<file path="config.mk">
export PLATFORM = sky130hd
export DESIGN_NAME = qspi_target
export DESIGN_NICKNAME = d
export VERILOG_FILES = /design/src/rtl/qspi_pkg.sv /design/src/rtl/qspi_sync.sv /design/src/rtl/qspi_target.sv
export SDC_FILE = /design/constraint.sdc
export NUM_CORES = 1
export LEC_CHECK = 0
export ABC_AREA = 0
export CAP_MARGIN = 10
export CORE_MARGIN = 5
export CORE_UTILIZATION = 59
export CTS_CLUSTER_DIAMETER = 120
export DETAILED_ROUTE_END_ITERATION = 6
export PLACE_DENSITY = 0.83
export SLEW_MARGIN = 20
export SYNTH_ARGS = -nofsm -noshare
export SYNTH_HDL_FRONTEND = slang
export SYNTH_SLANG_ARGS = --single-unit
export TNS_END_PERCENT = 10
</file>
<file path="constraint.sdc">
create_clock -name clk -period 4.5 [get_ports clk]
set_input_delay 0.9 -clock clk [delete_from_list [all_inputs] [get_ports clk]]
set_output_delay 0.9 -clock clk [all_outputs]
set_load 0.03 [all_outputs]
</file>
<file path="src/rtl/qspi_pkg.sv">
// Shared state encoding and command constants for the quad-SPI target.
package qspi_pkg;

  typedef enum logic [2:0] {
    ST_IDLE,
    ST_CMD,
    ST_ADDR,
    ST_DUMMY,
    ST_RDATA,
    ST_WDATA,
    ST_IGNORE
  } state_e;

  localparam logic [7:0]  CMD_READ_QUAD  = 8'hEB;
  localparam logic [7:0]  CMD_WRITE_QUAD = 8'h38;
  localparam int unsigned DUMMY_CYCLES   = 6;
  localparam int unsigned CMD_BITS       = 8;

  function automatic logic is_write_cmd(input logic [7:0] cmd);
    return cmd == CMD_WRITE_QUAD;
  endfunction

endpackage

</file>
<file path="src/rtl/qspi_sync.sv">
// Multi-stage synchronizer for one asynchronous bit; resets to 1 (idle level of SPI lines).
module qspi_sync #(
  parameter int unsigned STAGES = 2
) (
  input  logic clk,
  input  logic rstn,
  input  logic d_i,
  output logic q_o
);

  logic [STAGES-1:0] ff_q;

  always_ff @(posedge clk) begin
    if (!rstn) begin
      ff_q <= '1;
    end else begin
      ff_q[0] <= d_i;
      for (int i = 1; i < STAGES; i++) begin
        ff_q[i] <= ff_q[i-1];
      end
    end
  end

  assign q_o = ff_q[STAGES-1];

endmodule

</file>
<file path="src/rtl/qspi_target.sv">
// Quad-SPI memory target: 0xEB quad read / 0x38 quad write onto a byte-wide backing store.
// Define QSPI_TARGET_CMD_CHECK_EN to reject unknown commands via cmd_error and an IGNORE state.
module qspi_target
  import qspi_pkg::*;
#(
  parameter int unsigned ADDR_BITS   = 24,
  parameter int unsigned SYNC_STAGES = 2
) (
  input  logic                 clk,
  input  logic                 rstn,
  input  logic                 spi_clk,
  input  logic                 spi_cs_n,
  input  logic [3:0]           spi_data_in,
  output logic [3:0]           spi_data_out,
  output logic [3:0]           spi_data_oe,
  output logic [ADDR_BITS-1:0] mem_addr,
  output logic                 mem_rd,
  input  logic [7:0]           mem_rdata,
  output logic                 mem_wr,
  output logic [7:0]           mem_wdata,
  output logic                 busy,
  output logic                 cmd_error
);

  localparam int unsigned ADDR_NIBS = ADDR_BITS / 4;
  localparam int unsigned SR_W      = ADDR_BITS - 4;
  localparam int unsigned FLUSH_W   = $clog2(SYNC_STAGES + 1);

  logic       sclk_s;
  logic       cs_n_s;
  logic [3:0] din_s;

  qspi_sync #(.STAGES(SYNC_STAGES)) u_sync_clk (.clk(clk), .rstn(rstn), .d_i(spi_clk),  .q_o(sclk_s));
  qspi_sync #(.STAGES(SYNC_STAGES)) u_sync_cs  (.clk(clk), .rstn(rstn), .d_i(spi_cs_n), .q_o(cs_n_s));

  for (genvar i = 0; i < 4; i++) begin : g_sync_din
    qspi_sync #(.STAGES(SYNC_STAGES)) u_sync_din (
      .clk(clk), .rstn(rstn), .d_i(spi_data_in[i]), .q_o(din_s[i])
    );
  end

  state_e                 state_q;
  logic                   busy_q;
  logic                   sclk_q;
  logic                   armed_q;
  logic [FLUSH_W-1:0]     flush_q;
  logic [SR_W-1:0]        sr_q;
  logic [2:0]             cnt_q;
  logic                   is_wr_q;
  logic [7:0]             tx_q;
  logic [7:0]             hold_q;
  logic                   nib_hi_q;
  logic                   rd_pend_q;
  logic                   rd_to_tx_q;
  logic [3:0]             whi_q;
  logic                   wnib_q;
  logic [3:0]             data_out_q;
  logic [3:0]             data_oe_q;
  logic [ADDR_BITS-1:0]   mem_addr_q;
  logic                   mem_rd_q;
  logic                   mem_wr_q;
  logic [7:0]             mem_wdata_q;
`ifdef QSPI_TARGET_CMD_CHECK_EN
  logic                   cmd_error_q;
`endif

  logic                 rise;
  logic                 fall;
  logic                 flush_done;
  logic [7:0]           cmd_d;
  logic [ADDR_BITS-1:0] addr_d;

  assign rise       = sclk_s & ~sclk_q;
  assign fall       = ~sclk_s & sclk_q;
  assign flush_done = (flush_q == FLUSH_W'(SYNC_STAGES));
  assign cmd_d      = {sr_q[6:0], din_s[0]};
  assign addr_d     = {sr_q, din_s};

  // Protocol FSM plus memory-side datapath; deselect overrides every active state.
  always_ff @(posedge clk) begin
    if (!rstn) begin
      state_q     <= ST_IDLE;
      busy_q      <= 1'b0;
      sclk_q      <= 1'b1;
      armed_q     <= 1'b0;
      flush_q     <= '0;
      sr_q        <= '0;
      cnt_q       <= '0;
      is_wr_q     <= 1'b0;
      tx_q        <= '0;
      hold_q      <= '0;
      nib_hi_q    <= 1'b1;
      rd_pend_q   <= 1'b0;
      rd_to_tx_q  <= 1'b0;
      whi_q       <= '0;
      wnib_q      <= 1'b0;
      data_out_q  <= 4'hF;
      data_oe_q   <= 4'h0;
      mem_addr_q  <= '0;
      mem_rd_q    <= 1'b0;
      mem_wr_q    <= 1'b0;
      mem_wdata_q <= '0;
`ifdef QSPI_TARGET_CMD_CHECK_EN
      cmd_error_q <= 1'b0;
`endif
    end else begin
      mem_rd_q  <= 1'b0;
      mem_wr_q  <= 1'b0;
`ifdef QSPI_TARGET_CMD_CHECK_EN
      cmd_error_q <= 1'b0;
`endif
      sclk_q    <= sclk_s;
      rd_pend_q <= mem_rd_q;
      if (!flush_done) flush_q <= flush_q + FLUSH_W'(1);
      if (mem_rd_q || mem_wr_q) mem_addr_q <= mem_addr_q + ADDR_BITS'(1);
      // Read data arrives one cycle after the strobe: first byte straight to tx, prefetches to hold.
      if (rd_pend_q) begin
        if (rd_to_tx_q) tx_q   <= mem_rdata;
        else            hold_q <= mem_rdata;
      end

      if (state_q != ST_IDLE && cs_n_s) begin
        state_q    <= ST_IDLE;
        busy_q     <= 1'b0;
        data_oe_q  <= 4'h0;
        data_out_q <= 4'hF;
      end else begin
        case (state_q)
          ST_IDLE: begin
            // A start needs chip select seen high once the synchronizers have flushed.
            if (flush_done && cs_n_s) begin
              armed_q <= 1'b1;
            end else if (armed_q && !cs_n_s) begin
              armed_q <= 1'b0;
              state_q <= ST_CMD;
              busy_q  <= 1'b1;
              cnt_q   <= '0;
            end
          end
          ST_CMD: begin
            if (rise) begin
              sr_q  <= {sr_q[SR_W-2:0], din_s[0]};
              cnt_q <= cnt_q + 3'd1;
              if (cnt_q == 3'(CMD_BITS - 1)) begin
                cnt_q <= '0;
`ifdef QSPI_TARGET_CMD_CHECK_EN
                if (cmd_d == CMD_WRITE_QUAD || cmd_d == CMD_READ_QUAD) begin
                  is_wr_q <= is_write_cmd(cmd_d);
                  state_q <= ST_ADDR;
                end else begin
                  cmd_error_q <= 1'b1;
                  state_q     <= ST_IGNORE;
                end
`else
                is_wr_q <= is_write_cmd(cmd_d);
                state_q <= ST_ADDR;
`endif
              end
            end
          end
          ST_ADDR: begin
            if (rise) begin
              sr_q  <= addr_d[SR_W-1:0];
              cnt_q <= cnt_q + 3'd1;
              if (cnt_q == 3'(ADDR_NIBS - 1)) begin
                cnt_q      <= '0;
                mem_addr_q <= addr_d;
                if (is_wr_q) begin
                  state_q <= ST_WDATA;
                  wnib_q  <= 1'b0;
                end else begin
                  state_q    <= ST_DUMMY;
                  mem_rd_q   <= 1'b1;
                  rd_to_tx_q <= 1'b1;
                end
              end
            end
          end
          ST_DUMMY: begin
            if (rise) begin
              cnt_q <= cnt_q + 3'd1;
              if (cnt_q == 3'(DUMMY_CYCLES - 1)) begin
                state_q    <= ST_RDATA;
                data_oe_q  <= 4'hF;
                data_out_q <= tx_q[7:4];
                nib_hi_q   <= 1'b1;
              end
            end
          end
          ST_RDATA: begin
            // High nibble presentation also launches the prefetch of the following byte.
            if (fall) begin
              if (nib_hi_q) begin
                data_out_q <= tx_q[7:4];
                mem_rd_q   <= 1'b1;
                rd_to_tx_q <= 1'b0;
                nib_hi_q   <= 1'b0;
              end else begin
                data_out_q <= tx_q[3:0];
                tx_q       <= hold_q;
                nib_hi_q   <= 1'b1;
              end
            end
          end
          ST_WDATA: begin
            if (rise) begin
              if (!wnib_q) begin
                whi_q  <= din_s;
                wnib_q <= 1'b1;
              end else begin
                mem_wdata_q <= {whi_q, din_s};
                mem_wr_q    <= 1'b1;
                wnib_q      <= 1'b0;
              end
            end
          end
          ST_IGNORE: ;
          default: state_q <= ST_IDLE;
        endcase
      end
    end
  end

  assign spi_data_out = data_out_q;
  assign spi_data_oe  = data_oe_q;
  assign mem_addr     = mem_addr_q;
  assign mem_rd       = mem_rd_q;
  assign mem_wr       = mem_wr_q;
  assign mem_wdata    = mem_wdata_q;
  assign busy         = busy_q;
`ifdef QSPI_TARGET_CMD_CHECK_EN
  assign cmd_error    = cmd_error_q;
`else
  assign cmd_error    = 1'b0;
`endif

endmodule

</file>
==> qor.yml <==
worstReg2RegStart: "state_q[1]"
grt_antenna_before_repair: 0
cts_tree: "yes"
cp.required_ns: 4.78
place_hpwl_um: 8480
clock_skew_ns: 0.01599
cap_viol_max_count: 0
firstDrtPassIters: 5
crit_family: "simple AND/OR/NAND/NOR gates"
synthFlopType: "dfxtp_1"
grt_max_degree: 51
switching_share: 0.2378
gp_congestion: 0.8990
final_cell_mix: "107 x dfxtp_1, 80 x nor2_1, 60 x nand2_1, 58 x clkdlybuf4s50_1, 29 x a311oi_1"
setup_ws_ns: 1.630
ant_nets: 0
hold_class: "reg -> reg"
netlist_instances: 576
slew_headroom: 0.3740
initial_core_util: 0.6077
setup_tns_ns: 0
end_kind: "flop"
ir_drop_v: 0.0002374
first_global_vias: 4119
yosys_register_bits: 107
place_ws_ns: 1.667
grtUsageTotal: 0.2442
fin_crit_sh: 0.6379
postCtsResizedCells: 0
clockBufferDepth: 2
portBuffers: 58
n_fill_cell: 625
status: "complete, no violations"
die-width_um: 102.0
slowest_stage: "nor3_2"
synth_fp_nets: 597
utilization: 0.7014
cp_slowest_stage_delay_ns: 0.84
die-area_sq_um: 10400
power.switching_w: 0.0004146
wl_per_cell_um: 17.48
fmax_ghz: 0.3484
crit_start: "state_q[1]"
worstPathMaxFanout: 25
internal_power_w: 0.001329
worstSetupPathType: "reg -> reg"
synth_area_per_cell_sq_um: 8.669
rows: 33
areaGrowthSynthToFinish_pct: 15.41
clk_pin_slew_worst_paths_ns: 0.11
core_sq_um: 8217
post-cts-setup-buffers: 0
drt_iter0_drc: 324
numCtsBuffers: 9
seqCellArea_sq_um: 2142
hp-start: "u_sync_clk.ff_q[0]"
async_flop_share: 0
power_frac_seq: 0.564
synth_warnings: 0
final_common_cell: "dfxtp_1"
drc: 0
tightestPinTransition_ns: 0.9376
vias_per_cell: 6.308
final_hold_viol_count: 0
grt_pass1_wl_um: 20510
p_comb_frac: 0.059
finalCriticalPeriod_ns: 2.870
cts_root_buf: "clkbuf_8"
cts.sinks: 107
hold_buffers: 0
nets: 625
hold_ws_ns: 0.4153
syn_area_sq_um: 4994
vias: 4504
pwr-share-clk: 0.377
synth_edf_count: 0
seq_area_frac_synth: 0.4290
maxSlewViolCount: 0
drive_gt1_frac: 0.06568
worst-path-buf-inv: 0
grt_setup_unrepaired: "false"
ys_types: 60
die_h_um: 102.0
p_per_area_nw_per_um2: 302.5
cp-start-kind: "flop"
setup_violations: 0
drt-total-wl_um: 12480
h-tree-depth: 3
path_cells: "or3b_1, nor3_2, nor3_1, nor4_1"
multi_input_area_sq_um: 2616
p_leak_nw: 1.905
clock_latency_ns: 0.37
grt.overflow.total: 0
antennaDiodeCount: 0
pin_count: 60
crit_arrival_ns: 3.15
-- final cells by class --
| cell class | count | area share |
|---|---|---|
| well taps | 105 | 0.02280 |
| multi-input cells | 416 | 0.4540 |
| inverters | 6 | 0.003908 |
| repair buffers | 64 | 0.1086 |
| flip-flops and latches | 107 | 0.3717 |
| clock inverters | 6 | 0.01693 |
| clock buffers | 10 | 0.02214 |
-- sequential cells by signal, indices dropped and copies added (netlist names), 3 cells and up --
name	count
mem_wdata	8
whi_q	4
mem_addr	24
state_q	3
sr_q	20
spi_data_out	4
g_sync_din.u_sync_din.ff_q	8
cnt_q	3
tx_q	8
hold_q	8
-- worst paths after layout --
check | to | slack [ns] | cells past startpoint
min reg2reg | u_sync_clk.ff_q[1] | 0.42 | 1
max | mem_addr[14] | 1.63 | 4
min | u_sync_clk.ff_q[1] | 0.42 | 1
max reg2reg | mem_addr[14] | 1.63 | 4
-- stage by stage --
step / cell area [sq um] / instances / power [W]
finish: 5763 / 714 / 0.001743
global route: 5763 / 714 / 0.001803
CTS: 5763 / 714 / 0.001742
detailed placement: 5538 / 698 / 0.001100
global placement: 5538 / 698 / 0.001095
floorplan: 4994 / 576 / 0.001066
-- layer usage --
metal,GRT usage,part of all wire,vias up
met3,0.03754,0.074,12
met2,0.3858,0.47,193
met4,0.06054,0.0099,0
met1,0.3517,0.45,2168
li1,-,-,2131
met5,0,0,-
-- cells by family after synthesis --
| kind of cell | Yosys count | share of synthesized area |
|---|---|---|
| DFF | 107 | 0.4290 |
| AOI/OAI and AO/OA | 99 | 0.1531 |
| xor gates and xnor gates | 13 | 0.02280 |
| other | 1 | 0.0007510 |
| buffers and inverters | 53 | 0.04811 |
| adders and majority gates | 5 | 0.01253 |
| and+or+nand+nor | 269 | 0.2754 |
| muxes | 29 | 0.05838 |
-- cells in the mapped netlist (9+ instances only) --
master / count / area, sq um
nor3_1: 18 / 90.09
o21ai_0: 9 / 45.04
buf_2: 9 / 45.04
a311oi_1: 29 / 254.0
nand3_1: 21 / 105.1
o21ai_1: 11 / 55.05
nand2_1: 60 / 225.2
nand2b_1: 16 / 100.1
mux2i_1: 28 / 280.3
nand4_1: 9 / 56.30
nor2_1: 80 / 300.3
dfxtp_1: 107 / 2142
nor4_1: 10 / 62.56
a211oi_1: 10 / 75.07
xnor2_1: 10 / 87.58
clkbuf_1: 29 / 108.9
-- power by group through the flow --
stage | combinational, W | sequential (W) | clock [W]
after global placement | 0.0000924 | 0.00100 | 0
after floorplan | 0.0000702 | 0.000996 | 0
after CTS | 0.000103 | 0.000983 | 0.000656
after global routing | 0.000113 | 0.000986 | 0.000704
final | 0.000103 | 0.000983 | 0.000657
after detailed placement | 0.0000956 | 0.00100 | 0
No activity file was read; power rests on OpenSTA's default activity.
